## src/rtl/led_sequencer.sv

```systemverilog
// LED sequencer: OFF / ON / BLINK / BURST modes paced by a TICK_DIV-cycle prescaler.
// All outputs come from registers; bursts cannot be interrupted by commands.
module led_sequencer #(
   parameter int unsigned TICK_DIV = 25_000_000
) (
   input  logic       iCLK,
   input  logic       iRST,
   input  logic       iCMD_VALID,
   input  logic [1:0] iCMD_MODE,
   input  logic [3:0] iCMD_COUNT,
   output logic       oCMD_READY,
   output logic       oLED,
   output logic       oBUSY,
   output logic       oDONE
);

   localparam int unsigned CNT_W = $clog2(TICK_DIV);
   localparam logic [CNT_W-1:0] TICK_MAX = CNT_W'(TICK_DIV - 1);

   typedef enum logic [2:0] {
      S_OFF       = 3'd0,
      S_ON        = 3'd1,
      S_BLINK     = 3'd2,
      S_BURST_ON  = 3'd3,
      S_BURST_OFF = 3'd4
   } state_t;

   state_t           state_q, state_d;
   logic [CNT_W-1:0] cnt_q, cnt_d;
   logic [3:0]       rem_q, rem_d;
   logic             led_q, led_d;
   logic             done_q, done_d;
   logic             tick;
   logic             accept;

   always_comb begin
      oCMD_READY = (state_q == S_OFF) || (state_q == S_ON) || (state_q == S_BLINK);
      oBUSY      = (state_q == S_BURST_ON) || (state_q == S_BURST_OFF);
      oLED       = led_q;
      oDONE      = done_q;
   end

   always_comb begin
      state_d = state_q;
      rem_d   = rem_q;
      led_d   = led_q;
      done_d  = 1'b0;
      tick    = (cnt_q == TICK_MAX);
      cnt_d   = tick ? '0 : cnt_q + 1'b1;
      accept  = iCMD_VALID && oCMD_READY;

      case (state_q)
         S_OFF:   led_d = 1'b0;
         S_ON:    led_d = 1'b1;
         S_BLINK: if (tick) led_d = ~led_q;
         S_BURST_ON: begin
            if (tick) begin
               state_d = S_BURST_OFF;
               led_d   = 1'b0;
            end
         end
         S_BURST_OFF: begin
            if (tick) begin
               if (rem_q > 4'd1) begin
                  rem_d   = rem_q - 4'd1;
                  state_d = S_BURST_ON;
                  led_d   = 1'b1;
               end else begin
                  rem_d   = '0;
                  state_d = S_OFF;
                  led_d   = 1'b0;
                  done_d  = 1'b1;
               end
            end
         end
         default: begin
            state_d = S_OFF;
            led_d   = 1'b0;
         end
      endcase

      // Accepting a command restarts the prescaler so the new mode gets a full phase.
      if (accept) begin
         cnt_d = '0;
         case (iCMD_MODE)
            2'b00: begin state_d = S_OFF;   led_d = 1'b0; end
            2'b01: begin state_d = S_ON;    led_d = 1'b1; end
            2'b10: begin state_d = S_BLINK; led_d = 1'b1; end
            default: begin
               state_d = S_BURST_ON;
               led_d   = 1'b1;
               rem_d   = (iCMD_COUNT == 4'd0) ? 4'd1 : iCMD_COUNT;
            end
         endcase
      end
   end

   always_ff @(posedge iCLK) begin
      if (iRST) begin
         state_q <= S_OFF;
         cnt_q   <= '0;
         rem_q   <= '0;
         led_q   <= 1'b0;
         done_q  <= 1'b0;
      end else begin
         state_q <= state_d;
         cnt_q   <= cnt_d;
         rem_q   <= rem_d;
         led_q   <= led_d;
         done_q  <= done_d;
      end
   end

endmodule
```

## config.mk

```make
export PLATFORM = sky130hd
export DESIGN_NAME = led_sequencer
export DESIGN_NICKNAME = d
export VERILOG_FILES = /design/src/rtl/led_sequencer.sv
export SDC_FILE = /design/constraint.sdc
export NUM_CORES = 1
export LEC_CHECK = 0
export CORE_MARGIN = 2
export CORE_UTILIZATION = 52
export CTS_CLUSTER_SIZE = 24
export DETAILED_ROUTE_END_ITERATION = 7
export HOLD_SLACK_MARGIN = 0.02
export PLACE_DENSITY = 0.82
export SYNTH_ARGS = -nofsm -noshare
export SYNTH_HDL_FRONTEND = slang
export SYNTH_SLANG_ARGS = --single-unit
```

## constraint.sdc

```tcl
create_clock -name iCLK -period 1.9 [get_ports iCLK]
set_clock_uncertainty 0.2 [all_clocks]
set_input_delay 0.19 -clock iCLK [delete_from_list [all_inputs] [get_ports iCLK]]
set_output_delay 0.19 -clock iCLK [all_outputs]
set_load 0.03 [all_outputs]
```

==> results of run 1 <==
==> worst max-delay path, stage by stage (launching register included) <==
cell and delay, ps:
dfxtp_4 370, nor4_4 270, nor4b_4 280, nand3_2 120
or4b_1 480, a31oi_1 170
==> final cells by class <==
type                       instances  area share (%)
clock inverter                     1           0.208
sequential                        34            28.8
timing repair buffer              44            15.8
inverter                           5           0.780
multi-input combinational        172            49.8
clock buffer                       7            2.29
tap                               46            2.39
==> cells in the final DEF (no fill, tap or decap), types with 4 or more instances in the layout <==
cell and n:
nand2_1 14, clkdlybuf4s50_1 10, dfxtp_1 27, clkbuf_4 5, dfxtp_2 6, buf_4 30
xor2_1 6, and3_1 4, a31oi_1 4, inv_1 5, nand3_1 10, nand4_1 7
xnor2_1 16, o21ai_0 6, nor3_1 11, a21oi_1 5, nor2_1 33
==> repair_timing <==
action	CTS	global route
gates cloned	0	1
resized for setup	6	25
buffers inserted	2	2
hold buffers	0	0
pin swaps	4	3
setup endpoints to repair	28	33
==> layer usage <==
layer | global-route usage, % | up-vias | wire (um)
met5 | 0 | - | 0
met1 | 29.3 | 794 | 2030
met3 | 5.18 | 12 | 204
li1 | - | 869 | -
met2 | 37.6 | 43 | 2230
met4 | 11.4 | 0 | 110
==> report_power, final <==
group	internal, mW	total [mW]	leakage [nW]	switching (mW)
registers	0.723	0.736	0.279	0.0136
logic	0.0635	0.123	0.537	0.0599
clock network	0.179	0.428	0.0353	0.249
==> stage by stage <==
stage	power, mW	setup TNS [ps]	hold WS (ps)	worst slack [ps]	utilization, %
6_report	1.29	-73.9	262	-55.9	72.1
5_1_grt	1.34	-1200	288	-161	72.1
4_1_cts	1.29	-125	249	-62.6	69.1
3_5_place_dp	0.866	-121	292	-83.5	66.6
3_3_place_gp	0.865	-9.23	271	-9.23	66.6
2_1_floorplan	0.812	-81.5	151	-46.4	-
==> flip-flops by register name, indices dropped and copies added (netlist names) <==
register  count
oDONE         1
cnt_q        25
oLED          1
state_q       3
rem_q         4
==> worst max-delay path by stage <==
stage | startpoint | to | slack [ps] | cells after the start
after floorplan | cnt_q[0]$_SDFF_PP0_ | rem_q[2]$_SDFF_PP0_ | -50 | 6
after global placement | cnt_q[10]$_SDFF_PP0_ | rem_q[2]$_SDFF_PP0_ | -9 | 5
after detailed placement | cnt_q[10]$_SDFF_PP0_ | rem_q[2]$_SDFF_PP0_ | -80 | 5
after CTS | cnt_q[6]$_SDFF_PP0_ | rem_q[2]$_SDFF_PP0_ | -60 | 5
after global routing | cnt_q[8]$_SDFF_PP0_ | rem_q[2]$_SDFF_PP0_ | -160 | 5
final | cnt_q[8]$_SDFF_PP0_ | rem_q[2]$_SDFF_PP0_ | -60 | 5
==> cell families (layout without fill, tap and decap cells) <==
group / after synthesis / in the layout / share of synthesized area [%]
compound gates: 27 / 27 / 9.50
flops: 34 / 34 / 37.5
xor+xnor: 22 / 22 / 10.6
buf+inv: 11 / 57 / 2.55
fa+ha+maj: 3 / 3 / 2.07
simple gates: 120 / 120 / 37.8
==> results by group, run 1 <==
Placement
  • Gpl congestion: 0.876
  • Placed Area: between 2000 and 2500 um2
  • PortBufs: 12
  • Detailed Place HPWL: 3020 um
  • Post-Place Cells: 298

Layout
  • Ant. Diodes: 0
  • Multi-input logic area: between 1000 and 1500 um2
  • Fillcell total: about 250
  • Final net count: 274
  • Area Growth Syn to Fin: 32.4%
  • Cell area after layout: 2410 um2
  • Register area: 692 um2
  • Share of cells above drive strength 1: 29.3%
  • Cell Count, Final, Fillers Out: 309

Min path
  • Worst Hold Class: primary input to flip-flop
  • Hold Path Cell Cnt: 3
  • Hold path endpoint: rem_q[3]$_SDFF_PP0_
  • Hold wc startpoint: iCMD_COUNT[3]

Drt
  • Drt initial violations: 74
  • DR WL/cell: 14.8 um
  • DR vias/cell: 5.56
  • Via count: 1718
  • Final WL: 4570 um
  • Drt drc: 0
  • Iteration count of the initial detailed-routing pass: 4
  • Post-route ant nets: 0

CTS
  • Num CTS Buffers: 5
  • H-tree Lvls: 2
  • Clk buf depth: 2
  • Clock-pin slew on the worst setup and hold paths: 110 ps
  • Worst skew pair latency: ~350 ps
  • CTS tree: built
  • Clock tree sinks: 34
  • Clk root buf: clkbuf_4

Power
  • Worst vdd rail ir drop: 0.385 mV
  • Leakage: 0.851 nW
  • Pwr dens: 535 nW/um2

Floorplanning
  • Die Span Y: around 63 um
  • Row count: 21
  • Num ports: 13
  • Core area: 3340 um2
  • Initial Utilization: 54.4%
  • Die area: 3980 um2
  • Die X: 63.1 um

Worst setup path
  • Reg2reg end: rem_q[2]$_SDFF_PP0_
  • Worst setup SP type: flip-flop
  • Crit-path max FO: 3
  • WP data arrival: roughly 2000 ps
  • Crit path required time: 1970 ps
  • Reg-to-Reg Start: cnt_q[8]$_SDFF_PP0_
  • Kind of critical path: flip-flop to flip-flop
  • R2R depth: 5
  • Worst setup EP type: flip-flop
  • Flop2flop setup slack: -60 ps

Timing
  • Setup ws final: -55.9 ps
  • Worst Tran Pin Value: 374 ps
  • Worst rel slew slack: 75.0%
  • Slew Limit Fails: 0
  • Fmax: just over 500 MHz
  • Setup violators final: 2
  • RSZ-0062 raised after global routing: yes
  • Tcrit/Tclk final: 103%
  • Period minus WS final: 1960 ps
  • Fin. Hold Viols: 0

Yosys
  • EDFF count, synth: 0
  • Syn nets: between 200 and 250
  • Syn Inst Count: between 200 and 250
  • Sequential area share after synthesis: 37.5%
  • Post-synth ARST share: 0%
  • Top cells by area, synth: dfxtp_1 (37%), xnor2_1 (7.7%), nor2_1 (6.8%), nor3_1 (3.3%), nand2_1 (3.1%)
  • Yosys top cell by area: dfxtp_1
  • Top cell type's share of synthesized area: 37.5%
  • Synth cell types: 45
  • Post-synthesis cell area: 1820 um2
  • Synth Area per Inst: 8.37 um2
  • Seq cells post-synth: 34
  • Top-count cell post-synth: dfxtp_1
  • Yosys warns: 0
  • Top cells by count, synth: dfxtp_1 (34), nor2_1 (33), xnor2_1 (16)
  • Post-synth top flop: dfxtp_1

Global routing
  • GRT Overall Usage: 23.3%
  • First-pass GRT wire length: roughly 7300 um
  • Grt ovf: 0
  • Pin count of the biggest net entering global routing: 25
  • Initial antenna violation count: 0
  • Number of global-route vias before repair: approximately 1700

Job
  • Maximum capacitance violations: 0

Outcome
  • Status: finished with violations
  • Failing checks: setup timing
No activity file was read; power rests on OpenSTA's default activity.
==> run 2: changes to the inputs <==
Settings changed: CORE_UTILIZATION 52 to 59, PLACE_DENSITY 0.82 to 0.87.
Clock period 1.9 ns to 2.25 ns, I/O delays scaled along.
==> run 2 against run 1 <==
  * The run now ends clean
  * Cell count down 12%
  * Via count down 4.0%
  * Power down 12%
  * Sequential cell count unchanged
  * Utilization down 1.2 points
==> results by group, run 2 (synthesis results as in run 1) <==
Placement
  • Gpl congestion: 0.917 (+4.6%)
  • DP Worst Slack: 129 ps (+212 ps)
  • Post-Place Cells: 264 (-11%)
  • Detailed Place HPWL: 2850 um (-5.7%)
  • Placed Area: 2020 um2 (-8.9%)
  • PortBufs: 12 (unchanged)

CTS
  • Worst skew pair latency: 340 ps (about the same)
  • Clock-pin slew on the worst setup and hold paths: 110 ps (about the same)
  • Clk root buf: clkbuf_4
  • Clock tree sinks: 34 (unchanged)
  • Num CTS Buffers: 5 (unchanged)
  • CTS tree: built
  • Post-CTS Setup Inserts: 0 (-2)
  • H-tree Lvls: 2 (unchanged)
  • Gates resized, CTS repair: 0 (-6)
  • Clk buf depth: 2 (unchanged)
  • Hold Buf Count CTS: 0 (unchanged)

Layout
  • Area Growth Syn to Fin: 16.2%
  • Cell Count, Final, Fillers Out: 272 (-12%)
  • Final net count: 250 (-8.8%)
  • Ant. Diodes: 0 (unchanged)
  • Share of cells above drive strength 1: 13.8% (-15 points)
  • Commonest cells after routing, fill and taps aside: nor2_1 (33), dfxtp_1 (33), xnor2_1 (16)
  • Top flop regs: cnt_q: 25 flops, rem_q: 4 flops, state_q: 3 flops
  • Util after Layout: 70.9% (-1.2 points)
  • Biggest register: cnt_q
  • Cell area after layout: 2110 um2 (-12%)
  • Fillcell total: 262 (+3.6%)
  • Max reg flops: 25 (unchanged)

Power
  • Pwr dens: 537 nW/um2 (+0.27%)
  • Worst vdd rail ir drop: 0.406 mV (+5.5%)
  • Leakage: 0.716 nW (-16%)
  • Power Total: 1.13 mW (-12%)

Floorplanning
  • Die area: 3540 um2 (-11%)
  • Row count: 20 (-4.8%)
  • Initial Utilization: 61.0% (+6.6 points)
  • Die Span Y: 59.5 um (-5.7%)
  • Die X: 59.5 um (-5.7%)
  • Core area: 2980 um2 (-11%)
  • Num ports: 13 (unchanged)

Min path
  • Hold wc startpoint: cnt_q[0]$_SDFF_PP0_
  • Hold path endpoint: cnt_q[0]$_SDFF_PP0_
  • Hold Path Cell Cnt: 1 (-2)
  • Worst Hold Class: flip-flop to flip-flop

Drt
  • Drt initial violations: 119 (+61%)
  • Drt drc: 0 (unchanged)
  • Final WL: 3960 um (-13%)
  • Via count: 1649 (-4.0%)
  • DR vias/cell: 6.06 (+9.0%)
  • Iteration count of the initial detailed-routing pass: 4 (unchanged)
  • DR WL/cell: 14.6 um (-1.6%)
  • Post-route ant nets: 0 (unchanged)

Worst setup path
  • Slowest cell on the critical path: or4b_1
  • Crit-path max FO: 5 (+2)
  • Kind of critical path: flip-flop to flip-flop
  • Slowest stage delay, CP: 500 ps (+20 ps)
  • Crit path required time: 2330 ps (+360 ps)
  • Flop2flop setup slack: 150 ps (+200 ps)
  • Reg-to-Reg Start: cnt_q[0]$_SDFF_PP0_
  • Worst setup EP type: flip-flop
  • Reg2reg end: rem_q[2]$_SDFF_PP0_
  • Critical path buffer and inverter count: 0 (unchanged)
  • Worst setup SP type: flip-flop
  • CP top delay family: simple AND/OR/NAND/NOR gates
  • WP data arrival: 2190 ps (+160 ps)
  • Worst path cell trace: ha_2 > nand2_2 > nor4b_4 > nand3_2 > or4b_1 > a31oi_1
  • R2R depth: 6 (+1)

Timing
  • Period minus WS final: 2100 ps (+147 ps)
  • Setup ws final: 147 ps (+203 ps)
  • Worst Tran Pin Value: 458 ps (+84.0 ps)
  • Setup violators final: 0 (-2)
  • TNS Setup: 0 ps (+73.9 ps)
  • Tcrit/Tclk final: 93.5% (-9.5 points)
  • RSZ-0062 raised after global routing: no
  • Slew Limit Fails: 0 (unchanged)
  • Fmax: 476 MHz (-7.0%)
  • Worst rel slew slack: 69.0% (-6.0 points)
  • Worst Hold Slack: 285 ps (+23.9 ps)
  • Fin. Hold Viols: 0 (unchanged)

Outcome
  • Status: finished, final reports clean

Job
  • Maximum capacitance violations: 0 (unchanged)

Global routing
  • First-pass GRT wire length: 6790 um (-7.6%)
  • Initial antenna violation count: 0 (unchanged)
  • Number of global-route vias before repair: 1556 (-6.9%)
  • GRT Overall Usage: 25.0% (+1.7 points)
  • Grt ovf: 0 (unchanged)
  • Pin count of the biggest net entering global routing: 25 (unchanged)
## run 2: cell count changes in the layout (fill, tap and decap cells not counted), moves of 3 or more
cell / change
and3_4: -3
buf_4: -23
dfxtp_1: +6
dfxtp_2: -5
nor4_1: +3
## run 2: layout make-up
type	instances	area (um2)	area share, %
repair buffers	20	198	9.37
inverters	5	18.8	0.889
well taps	33	41.3	1.96
flip-flops and latches	34	682	32.3
multi-input cells	172	1090	51.7
clock buffers	8	78.8	3.73
## run 2: worst max path at each step
stage,depth (start not counted),slack [ps],end,start
final,6,150,rem_q[2]$_SDFF_PP0_,cnt_q[0]$_SDFF_PP0_
after global routing,5,10,rem_q[2]$_SDFF_PP0_,cnt_q[10]$_SDFF_PP0_
after CTS,3,10,oBUSY,state_q[1]$_SDFFE_PP0P_
after detailed placement,6,130,rem_q[2]$_SDFF_PP0_,cnt_q[0]$_SDFF_PP0_
after global placement,6,190,rem_q[2]$_SDFF_PP0_,cnt_q[0]$_SDFF_PP0_
after floorplan,6,90,rem_q[0]$_SDFF_PP0_,state_q[1]$_SDFFE_PP0P_
## run 2: where the power goes
group	total (mW)	switching (mW)	internal, mW	leakage [nW]
registers	0.623	0.0124	0.611	0.276
logic	0.0861	0.0431	0.0430	0.396
clock network	0.423	0.210	0.213	0.0446
## run 2: per-layer routing
metal  global-route usage (%)  vias up  part of all wire, %
li1                         -      819                    -
met1                     29.6      779                   45
met2                     43.5       44                   49
met3                     6.99        7                  4.8
met4                     8.25        0                  1.2
met5                        0        -                    0
==> run 3: changes to the inputs <==
Settings changed: CTS_CLUSTER_SIZE 24 to 12, HOLD_SLACK_MARGIN 0.02 to default.
==> results of run 3 <==
No change in the layout: final DEF, timing and power equal those of run 2.
